### src/rtl/valid_ready_multichannel_fifo_if.sv
`default_nettype none
// ============================================================================
// Module      : valid_ready_multichannel_fifo_if
// Description : Handshake bundle for the multi-channel FIFO. The write side
//               and the arbitrated read side share one bundle. The optional
//               almost-full flags exist only when
//               VALID_READY_MULTICHANNEL_FIFO_ALMOST_FULL_EN is defined.
// Revision    : 1.0 - initial release
// ============================================================================
interface valid_ready_multichannel_fifo_if #(
    parameter int WIDTH         = 8,
    parameter int CHANNELS      = 4,
    parameter int CHANNEL_WIDTH = $clog2(CHANNELS)
);
    logic [WIDTH-1:0]         write_data;
    logic [CHANNEL_WIDTH-1:0] write_channel;
    logic                     write_valid;
    logic                     write_ready;
    logic [CHANNELS-1:0]      write_full;
`ifdef VALID_READY_MULTICHANNEL_FIFO_ALMOST_FULL_EN
    logic [CHANNELS-1:0]      write_almost_full;
`endif
    logic [WIDTH-1:0]         read_data;
    logic [CHANNEL_WIDTH-1:0] read_channel;
    logic                     read_valid;
    logic                     read_ready;
    logic [CHANNELS-1:0]      read_empty;

    // Producer/consumer side: drives requests, observes flags and read port
    modport master (
        output write_data, write_channel, write_valid, read_ready,
        input  write_ready, write_full, read_data, read_channel, read_valid,
`ifdef VALID_READY_MULTICHANNEL_FIFO_ALMOST_FULL_EN
        input  write_almost_full,
`endif
        input  read_empty
    );

    // FIFO side
    modport slave (
        input  write_data, write_channel, write_valid, read_ready,
        output write_ready, write_full, read_data, read_channel, read_valid,
`ifdef VALID_READY_MULTICHANNEL_FIFO_ALMOST_FULL_EN
        output write_almost_full,
`endif
        output read_empty
    );
endinterface
`default_nettype wire

### src/rtl/valid_ready_multichannel_fifo.sv
`default_nettype none
// ============================================================================
// Module      : valid_ready_multichannel_fifo
// Description : CHANNELS independent queues of DEPTH words each. Writes are
//               tagged with a channel index; reads drain non-empty queues
//               through one round-robin arbitrated port with a grant lock
//               while the consumer stalls.
//               Optional feature macro:
//               VALID_READY_MULTICHANNEL_FIFO_ALMOST_FULL_EN (per-channel
//               almost-full flags at ALMOST_FULL_THRESHOLD occupancy).
// Revision    : 1.0 - initial release
// ============================================================================
module valid_ready_multichannel_fifo #(
    parameter int WIDTH         = 8,
    parameter int DEPTH         = 4,
    parameter int CHANNELS      = 4,
    parameter int CHANNEL_WIDTH = $clog2(CHANNELS)
`ifdef VALID_READY_MULTICHANNEL_FIFO_ALMOST_FULL_EN
    ,
    parameter int ALMOST_FULL_THRESHOLD = DEPTH - 1
`endif
) (
    input  wire logic                      clock,
    input  wire logic                      reset,
    valid_ready_multichannel_fifo_if.slave fifo_bus
);
    localparam int c_ptr_w = $clog2(DEPTH);
    localparam int c_cnt_w = $clog2(DEPTH + 1);
    localparam logic [c_ptr_w-1:0] c_last_ptr  = c_ptr_w'(DEPTH - 1);
    localparam logic [c_cnt_w-1:0] c_depth_cnt = c_cnt_w'(DEPTH);
    localparam logic [CHANNEL_WIDTH-1:0] c_last_ch = CHANNEL_WIDTH'(CHANNELS - 1);
`ifdef VALID_READY_MULTICHANNEL_FIFO_ALMOST_FULL_EN
    localparam logic [c_cnt_w-1:0] c_af_cnt = c_cnt_w'(ALMOST_FULL_THRESHOLD);
`endif

    logic [CHANNELS-1:0]            w_full;
    logic [CHANNELS-1:0]            w_empty;
    logic [CHANNELS-1:0]            w_push;
    logic [CHANNELS-1:0]            w_pop;
    logic [CHANNELS-1:0][WIDTH-1:0] w_head;
`ifdef VALID_READY_MULTICHANNEL_FIFO_ALMOST_FULL_EN
    logic [CHANNELS-1:0]            w_almost_full;
`endif

    logic [CHANNEL_WIDTH-1:0] r_prio;
    logic                     r_locked;
    logic [CHANNEL_WIDTH-1:0] r_lock_ch;

    logic [CHANNEL_WIDTH-1:0] w_search_ch;
    logic                     w_search_found;
    logic [CHANNEL_WIDTH-1:0] w_grant;
    logic                     w_read_valid;
    logic                     w_channel_ok;
    logic                     w_write_ready;
    logic                     w_write_fire;
    logic                     w_read_fire;

    // Widened compare so the range check stays meaningful for any CHANNELS
    assign w_channel_ok  = ({1'b0, fifo_bus.write_channel} < (CHANNEL_WIDTH + 1)'(CHANNELS));
    // Full check looks only at registered state: no write-through on a full queue
    assign w_write_ready = w_channel_ok && !w_full[fifo_bus.write_channel];
    assign w_write_fire  = fifo_bus.write_valid && w_write_ready;
    assign w_read_fire   = w_read_valid && fifo_bus.read_ready;

    generate
        for (genvar c = 0; c < CHANNELS; c++) begin : g_chan
            logic [WIDTH-1:0]   r_mem [DEPTH];
            logic [c_ptr_w-1:0] r_wr_ptr;
            logic [c_ptr_w-1:0] r_rd_ptr;
            logic [c_cnt_w-1:0] r_count;

            assign w_push[c]  = w_write_fire && (fifo_bus.write_channel == CHANNEL_WIDTH'(c));
            assign w_pop[c]   = w_read_fire && (w_grant == CHANNEL_WIDTH'(c));
            assign w_full[c]  = (r_count == c_depth_cnt);
            assign w_empty[c] = (r_count == '0);
            assign w_head[c]  = r_mem[r_rd_ptr];
`ifdef VALID_READY_MULTICHANNEL_FIFO_ALMOST_FULL_EN
            assign w_almost_full[c] = (r_count >= c_af_cnt);
`endif

            // Storage: data is not cleared by reset, only the pointers are
            always_ff @(posedge clock) begin
                if (w_push[c]) begin
                    r_mem[r_wr_ptr] <= fifo_bus.write_data;
                end
            end

            // Pointer and occupancy bookkeeping with explicit wrap at DEPTH-1
            always_ff @(posedge clock) begin
                if (reset) begin
                    r_wr_ptr <= '0;
                    r_rd_ptr <= '0;
                    r_count  <= '0;
                end else begin
                    if (w_push[c]) begin
                        r_wr_ptr <= (r_wr_ptr == c_last_ptr) ? '0 : r_wr_ptr + c_ptr_w'(1);
                    end
                    if (w_pop[c]) begin
                        r_rd_ptr <= (r_rd_ptr == c_last_ptr) ? '0 : r_rd_ptr + c_ptr_w'(1);
                    end
                    if (w_push[c] && !w_pop[c]) begin
                        r_count <= r_count + c_cnt_w'(1);
                    end else if (w_pop[c] && !w_push[c]) begin
                        r_count <= r_count - c_cnt_w'(1);
                    end
                end
            end
        end
    endgenerate

    // Round-robin search: first non-empty channel at or after r_prio, modulo
    // CHANNELS. Iterating downwards lets the nearest candidate win.
    always_comb begin
        w_search_found = 1'b0;
        w_search_ch    = '0;
        for (int i = CHANNELS - 1; i >= 0; i--) begin
            int idx;
            idx = int'(r_prio) + i;
            if (idx >= CHANNELS) begin
                idx = idx - CHANNELS;
            end
            if (!w_empty[CHANNEL_WIDTH'(idx)]) begin
                w_search_found = 1'b1;
                w_search_ch    = CHANNEL_WIDTH'(idx);
            end
        end
    end

    // A stalled grant is held; the held queue cannot drain without a pop,
    // so it is guaranteed to still be non-empty.
    assign w_grant      = r_locked ? r_lock_ch : w_search_ch;
    assign w_read_valid = r_locked || w_search_found;

    // Arbiter state: priority pointer and grant lock during consumer stalls
    always_ff @(posedge clock) begin
        if (reset) begin
            r_prio    <= '0;
            r_locked  <= 1'b0;
            r_lock_ch <= '0;
        end else begin
            r_locked  <= w_read_valid && !fifo_bus.read_ready;
            r_lock_ch <= w_grant;
            if (w_read_fire) begin
                r_prio <= (w_grant == c_last_ch) ? '0 : w_grant + CHANNEL_WIDTH'(1);
            end
        end
    end

    assign fifo_bus.write_ready  = w_write_ready;
    assign fifo_bus.write_full   = w_full;
    assign fifo_bus.read_empty   = w_empty;
    assign fifo_bus.read_valid   = w_read_valid;
    assign fifo_bus.read_channel = w_read_valid ? w_grant : '0;
    assign fifo_bus.read_data    = w_read_valid ? w_head[w_grant] : '0;
`ifdef VALID_READY_MULTICHANNEL_FIFO_ALMOST_FULL_EN
    assign fifo_bus.write_almost_full = w_almost_full;
`endif

endmodule
`default_nettype wire
### src/flat_wrapper.sv
// flat-port wrapper written by rule: the top's interface ports become plain ports
module valid_ready_multichannel_fifo_flat 
#(
    parameter int WIDTH         = 8,
    parameter int DEPTH         = 4,
    parameter int CHANNELS      = 4,
    parameter int CHANNEL_WIDTH = $clog2(CHANNELS)

)
  (clock, reset, fifo_bus_write_data, fifo_bus_write_channel, fifo_bus_write_valid, fifo_bus_read_ready, fifo_bus_write_ready, fifo_bus_write_full, fifo_bus_read_data, fifo_bus_read_channel, fifo_bus_read_valid, fifo_bus_read_empty);
  valid_ready_multichannel_fifo_if #(.WIDTH(WIDTH), .CHANNELS(CHANNELS), .CHANNEL_WIDTH(CHANNEL_WIDTH)) fifo_bus_i ();
  input  wire logic clock;
  input  wire logic reset;
  input wire logic [$bits(fifo_bus_i.write_data)-1:0] fifo_bus_write_data;
  input wire logic [$bits(fifo_bus_i.write_channel)-1:0] fifo_bus_write_channel;
  input wire logic [$bits(fifo_bus_i.write_valid)-1:0] fifo_bus_write_valid;
  input wire logic [$bits(fifo_bus_i.read_ready)-1:0] fifo_bus_read_ready;
  output wire logic [$bits(fifo_bus_i.write_ready)-1:0] fifo_bus_write_ready;
  output wire logic [$bits(fifo_bus_i.write_full)-1:0] fifo_bus_write_full;
  output wire logic [$bits(fifo_bus_i.read_data)-1:0] fifo_bus_read_data;
  output wire logic [$bits(fifo_bus_i.read_channel)-1:0] fifo_bus_read_channel;
  output wire logic [$bits(fifo_bus_i.read_valid)-1:0] fifo_bus_read_valid;
  output wire logic [$bits(fifo_bus_i.read_empty)-1:0] fifo_bus_read_empty;
  assign fifo_bus_i.write_data = fifo_bus_write_data;
  assign fifo_bus_i.write_channel = fifo_bus_write_channel;
  assign fifo_bus_i.write_valid = fifo_bus_write_valid;
  assign fifo_bus_i.read_ready = fifo_bus_read_ready;
  assign fifo_bus_write_ready = fifo_bus_i.write_ready;
  assign fifo_bus_write_full = fifo_bus_i.write_full;
  assign fifo_bus_read_data = fifo_bus_i.read_data;
  assign fifo_bus_read_channel = fifo_bus_i.read_channel;
  assign fifo_bus_read_valid = fifo_bus_i.read_valid;
  assign fifo_bus_read_empty = fifo_bus_i.read_empty;
  valid_ready_multichannel_fifo #(.WIDTH(WIDTH), .DEPTH(DEPTH), .CHANNELS(CHANNELS), .CHANNEL_WIDTH(CHANNEL_WIDTH)) u_core (.clock(clock), .reset(reset), .fifo_bus(fifo_bus_i));
endmodule
### config.mk
export PLATFORM = sky130hd
export DESIGN_NAME = valid_ready_multichannel_fifo_flat
export DESIGN_NICKNAME = d
export VERILOG_FILES = /design/src/rtl/valid_ready_multichannel_fifo_if.sv /design/src/rtl/valid_ready_multichannel_fifo.sv /design/src/flat_wrapper.sv
export SDC_FILE = /design/constraint.sdc
export NUM_CORES = 1
export LEC_CHECK = 0
export ABC_AREA = 1
export ABC_CLOCK_PERIOD_IN_PS = 2900
export CAP_MARGIN = 5
export CORE_ASPECT_RATIO = 1.5
export CORE_MARGIN = 10
export CORE_UTILIZATION = 50
export CTS_CLUSTER_SIZE = 20
export DETAILED_ROUTE_END_ITERATION = 10
export PLACE_DENSITY = 0.68
export RECOVER_POWER = 100
export SLEW_MARGIN = 20
export SYNTH_ARGS = -nofsm -noshare
export SYNTH_HDL_FRONTEND = slang
export SYNTH_SLANG_ARGS = --single-unit
export TNS_END_PERCENT = 5
### constraint.sdc
create_clock -name clock -period 2.9 [get_ports clock]
set_input_delay 0.725 -clock clock [delete_from_list [all_inputs] [get_ports clock]]
set_output_delay 0.725 -clock clock [all_outputs]
set_load 0.05 [all_outputs]
==> impl_summary.md <==
Critical path
The critical path class is register to output port. In this design, the stage delay of the slowest critical-path cell is 0.34 ns. For the worst setup path, the data arrival time is about 2.3 ns.

The required time at the worst-slack endpoint is 2.17 ns. The worst setup path is launched from a register. The kind of end point of the critical path is an output port. For this design, the slowest cell found on the critical path is dfxtp_2. Measured in cells, the most critical reg-to-reg path has a length of 19.

Among the stages of the critical path, the cell type that occurs most often is nand2_2. The biggest fanout along the worst timing path is 8. Walking the worst path, the cells encountered are nor2_4 > nand3_2 > nand3_2 > nand2_1 > inv_1 > nand2_2 > nand2_2 > nand2_2 > nand3_4 > buf_6 > nand3_1 > nand2_1 > nor2_1 > nor2_2 > buf_12.

Global route
The largest net degree at the start of global routing is 23. The number of global-route vias before repair is 5538. The global route total overflow is 0. The combined global-route utilization of all metal layers is ~17%. The first global-routing pass estimated approximately 28000 um of wire. The number of antenna violations at the first check in global routing came to 1.

Floorplan
The die covers roughly 20000 um2. The site row count is between 50 and 60. From left edge to right edge, the die measures between 100 and 150 um.

The die is 170 um tall. For this configuration, the core starts out at a cell density of slightly above 50%. The core area is 14700 um2. The number of ports placed on the die boundary is 34.

Timing
On the final layout, the worst clock skew is a little over 0.007 ns. The upper clock frequency limit is ~330 MHz. Across all setup checks in the final design, the least slack found is -0.145 ns.

The final-report max-slew violation count was 0. The clock period minus worst slack is ~3.0 ns. The worst hold-check slack is 0.518 ns. The final critical path takes up 105% of the cycle. Setup violations remaining at the end of the flow were counted as 8. Setup repair after global routing could not meet its margin everywhere. At the pin with the least slew margin, the transition time is 0.680 ns.

Headroom to the max-slew limit came out at 54.5%. The number of endpoints with negative hold slack in the final report is 0.

Yosys
The top cell type's share of synthesized area is between 50% and 60%. The synthesized netlist cell count is roughly 720. After synthesis, the cell types taking the most area are edfxtp_1 (51%), dfxtp_1 (11%), nand2_1 (7.9%), ha_1 (4.0%), nor2_1 (4.0%). In this run the cell area of the synthesized design comes to 7540 um2. The net count after synthesis is roughly 770.

Of the synthesized area, sequential elements account for about three fifths. In this run the mean area of a mapped cell was about 10 um2. The library cell with the largest summed area after synthesis is edfxtp_1. The synthesized flop and latch total is about 170. The distinct cell type count after synthesis is 33. The number of synthesis warnings is 0.

Run status
The flow ran to the end, but the final reports show violations. The final reports fail on negative setup slack.

Clock tree
The root buffer cell chosen for the clock tree is clkbuf_16. The CTS H-tree depth is 4. TritonCTS built the clock tree.

The maximum number of buffers from clock root to sink is 2. The cts-stage hold buffer count is 0. Clock-pin slew was measured on the worst setup and hold paths at ~0.07 ns. The number of clock buffers inserted by TritonCTS is 17. The clock net sink count is 169.

For the worst-skew pair, the clock arrives at the later sink with an insertion delay of around 0.42 ns.

Worst hold path
The class of the tightest hold or removal check is register to register. The number of cells on the worst hold path is 2.

Run
Max-cap violations in this run came to 0.

Layout
The signed area change from the synthesized netlist to the final layout is 25.2%. The multi-input combinational cells in the finished layout cover a total of roughly 2700 um2. The finished cells cover about 9400 um2. The net count reported at finish is between 800 and 900.

The filler-free cell count of the finished design is 1023. The post-route netlist has between 20% and 30% of its cells at a drive strength greater than 1. The sequential cells in the finished layout cover a total of about 4700 um2.

Fill cells in the final layout number about 1100.

Power and ir drop
VDD sags by at most 1.29 mV. Power spread over the standard cell area amounts to about 1300 nW/um2. The leakage power is ~0.0038 uW.

Placed design
The count of buffers added on input and output ports is 33. The placed instances occupy a cell area of about 8500 um2. The estimated wirelength of the detail-placed design is 11600 um. The number of placed instances, taps included, is roughly 970.

The last weighted congestion value of the routability-driven placer is just under 0.9.

Detailed routing
The detailed router placed around 5500 vias in this run. The routed wire length is 17500 um. In the final routed layout, each cell accounts on average for 17.1 um. The number of DRC markers after the initial detailed-route iteration is approximately 400. For this run, design rule violations remaining after detail routing come to 0. The ratio of routed vias to standard cells is approximately 5.4. The total iterations of the first detailed-routing run is 5.

The post-detailed-route count of antenna-violating nets is 0.
-- path summary, 6_finish.rpt --
path / startpoint / endpoint / slack, ns
setup / recovery: u_core.g_chan[1].r_count[0] / fifo_bus_read_data[1] / -0.15
hold / removal: u_core.g_chan[2].r_count[1] / u_core.g_chan[2].r_count[1] / 0.52
setup reg to reg: u_core.r_prio[0] / u_core.g_chan[3].r_count[2] / 0.14
hold reg to reg: u_core.g_chan[2].r_count[1] / u_core.g_chan[2].r_count[1] / 0.52
-- per-stage QoR --
step | util, % | setup TNS, ns | power, uW | worst slack (ns)
floorplan | - | -0.777 | 6570 | -0.136
global placement | 57.7 | -0.532 | 8650 | -0.158
detailed placement | 57.7 | -1.16 | 8790 | -0.304
CTS | 63.6 | -0.783 | 11700 | -0.115
global route | 64.4 | -2.00 | 12500 | -0.259
finish | 64.4 | -0.920 | 11900 | -0.145
-- cells in the final DEF (no fill, tap or decap), types with 4 or more instances in the layout --
cell type	instances
nand3_1	20
nor2_2	13
clkbuf_16	17
inv_1	70
o21ai_1	4
dfxtp_1	33
a32o_1	29
fa_1	4
or2_2	4
clkdlybuf4s50_1	12
edfxtp_1	128
a21oi_1	52
buf_12	11
nor2_4	7
nand2_1	152
ha_1	24
nand3_2	15
inv_6	5
dlygate4sd3_1	8
o21ai_0	27
nand4_1	5
dfxtp_2	5
buf_4	54
inv_2	9
nor2_1	65
nand2_2	7
buf_6	7
-- area by class of cell --
type | count | area share, %
diodes | 1 | 0.0265
clock buffers | 18 | 4.54
clock inverters | 14 | 1.96
inverters | 81 | 3.33
multi-input cells | 451 | 28.3
flip-flops and latches | 169 | 49.6
well taps | 196 | 2.60
repair buffers | 93 | 9.71
-- kinds of logic after synthesis --
kind of cell	Yosys count	share of synthesized area, %
AO/OA/AOI/OAI	120	10.3
buffers and inverters	105	5.61
adder cells (fa/ha/maj)	28	5.04
flip-flops	169	61.8
AND/OR/NAND/NOR	301	17.2
-- routing by layer --
metal | vias to the layer above | wire (um) | global-route usage (%)
li1 | 2662 | - | -
met1 | 2646 | 6960 | 19.6
met2 | 165 | 9130 | 30.4
met3 | 39 | 876 | 4.01
met4 | 0 | 580 | 8.16
met5 | - | 0 | 0
-- report_power, final --
part | internal [uW] | switching (uW) | total (uW) | leakage (uW)
combinational | 2580 | 3920 | 6510 | 0.00205
clock | 1380 | 960 | 2340 | 0.000290
sequential | 2830 | 190 | 3020 | 0.00150
total | 6790 | 5080 | 11900 | 0.00384
-- critical path, delay by kind of cell, from the launching register on --
| family | cells | cell delay (ns) |
|---|---|---|
| flip-flops | 1 | 0.34 |
| buffers and inverters | 3 | 0.38 |
| AND/OR/NAND/NOR | 12 | 1.17 |
-- synthesized netlist by cell type --
library cell	count
buf_6	3
nand3_1	33
nor2_4	1
inv_4	1
nand4_1	5
edfxtp_1	128
fa_1	4
clkbuf_1	18
o21ai_1	1
a21oi_1	52
inv_1	76
nand2_8	1
or2_2	4
buf_2	3
a21oi_2	1
nor2_2	4
o21bai_1	1
nand3_2	4
ha_1	24
o22ai_1	3
nand2_2	2
nand3_4	1
nand2_1	158
inv_2	4
nand4_2	1
a211oi_1	2
nor3_1	6
a21boi_4	1
o21ai_0	30
nor3_4	1
dfxtp_1	41
a32o_1	29
nor2_1	80
-- flip-flops by register name (all words and copies together) (netlist names), named ones only --
signal	flops
u_core.g_chan.r_count	12
u_core.g_chan.r_mem	128
u_core.g_chan.r_rd_ptr	8
u_core.g_chan.r_wr_ptr	8
u_core.r_lock_ch	2
u_core.r_locked	1
u_core.r_prio	2
-- what timing repair did --
item                       CTS  global route
gates resized for setup     54            23
pin swaps                   21            21
setup buffers               10             6
setup endpoints to repair   10            15
gates cloned                 3             0
Note: power is estimated with default switching activity, not from simulation.
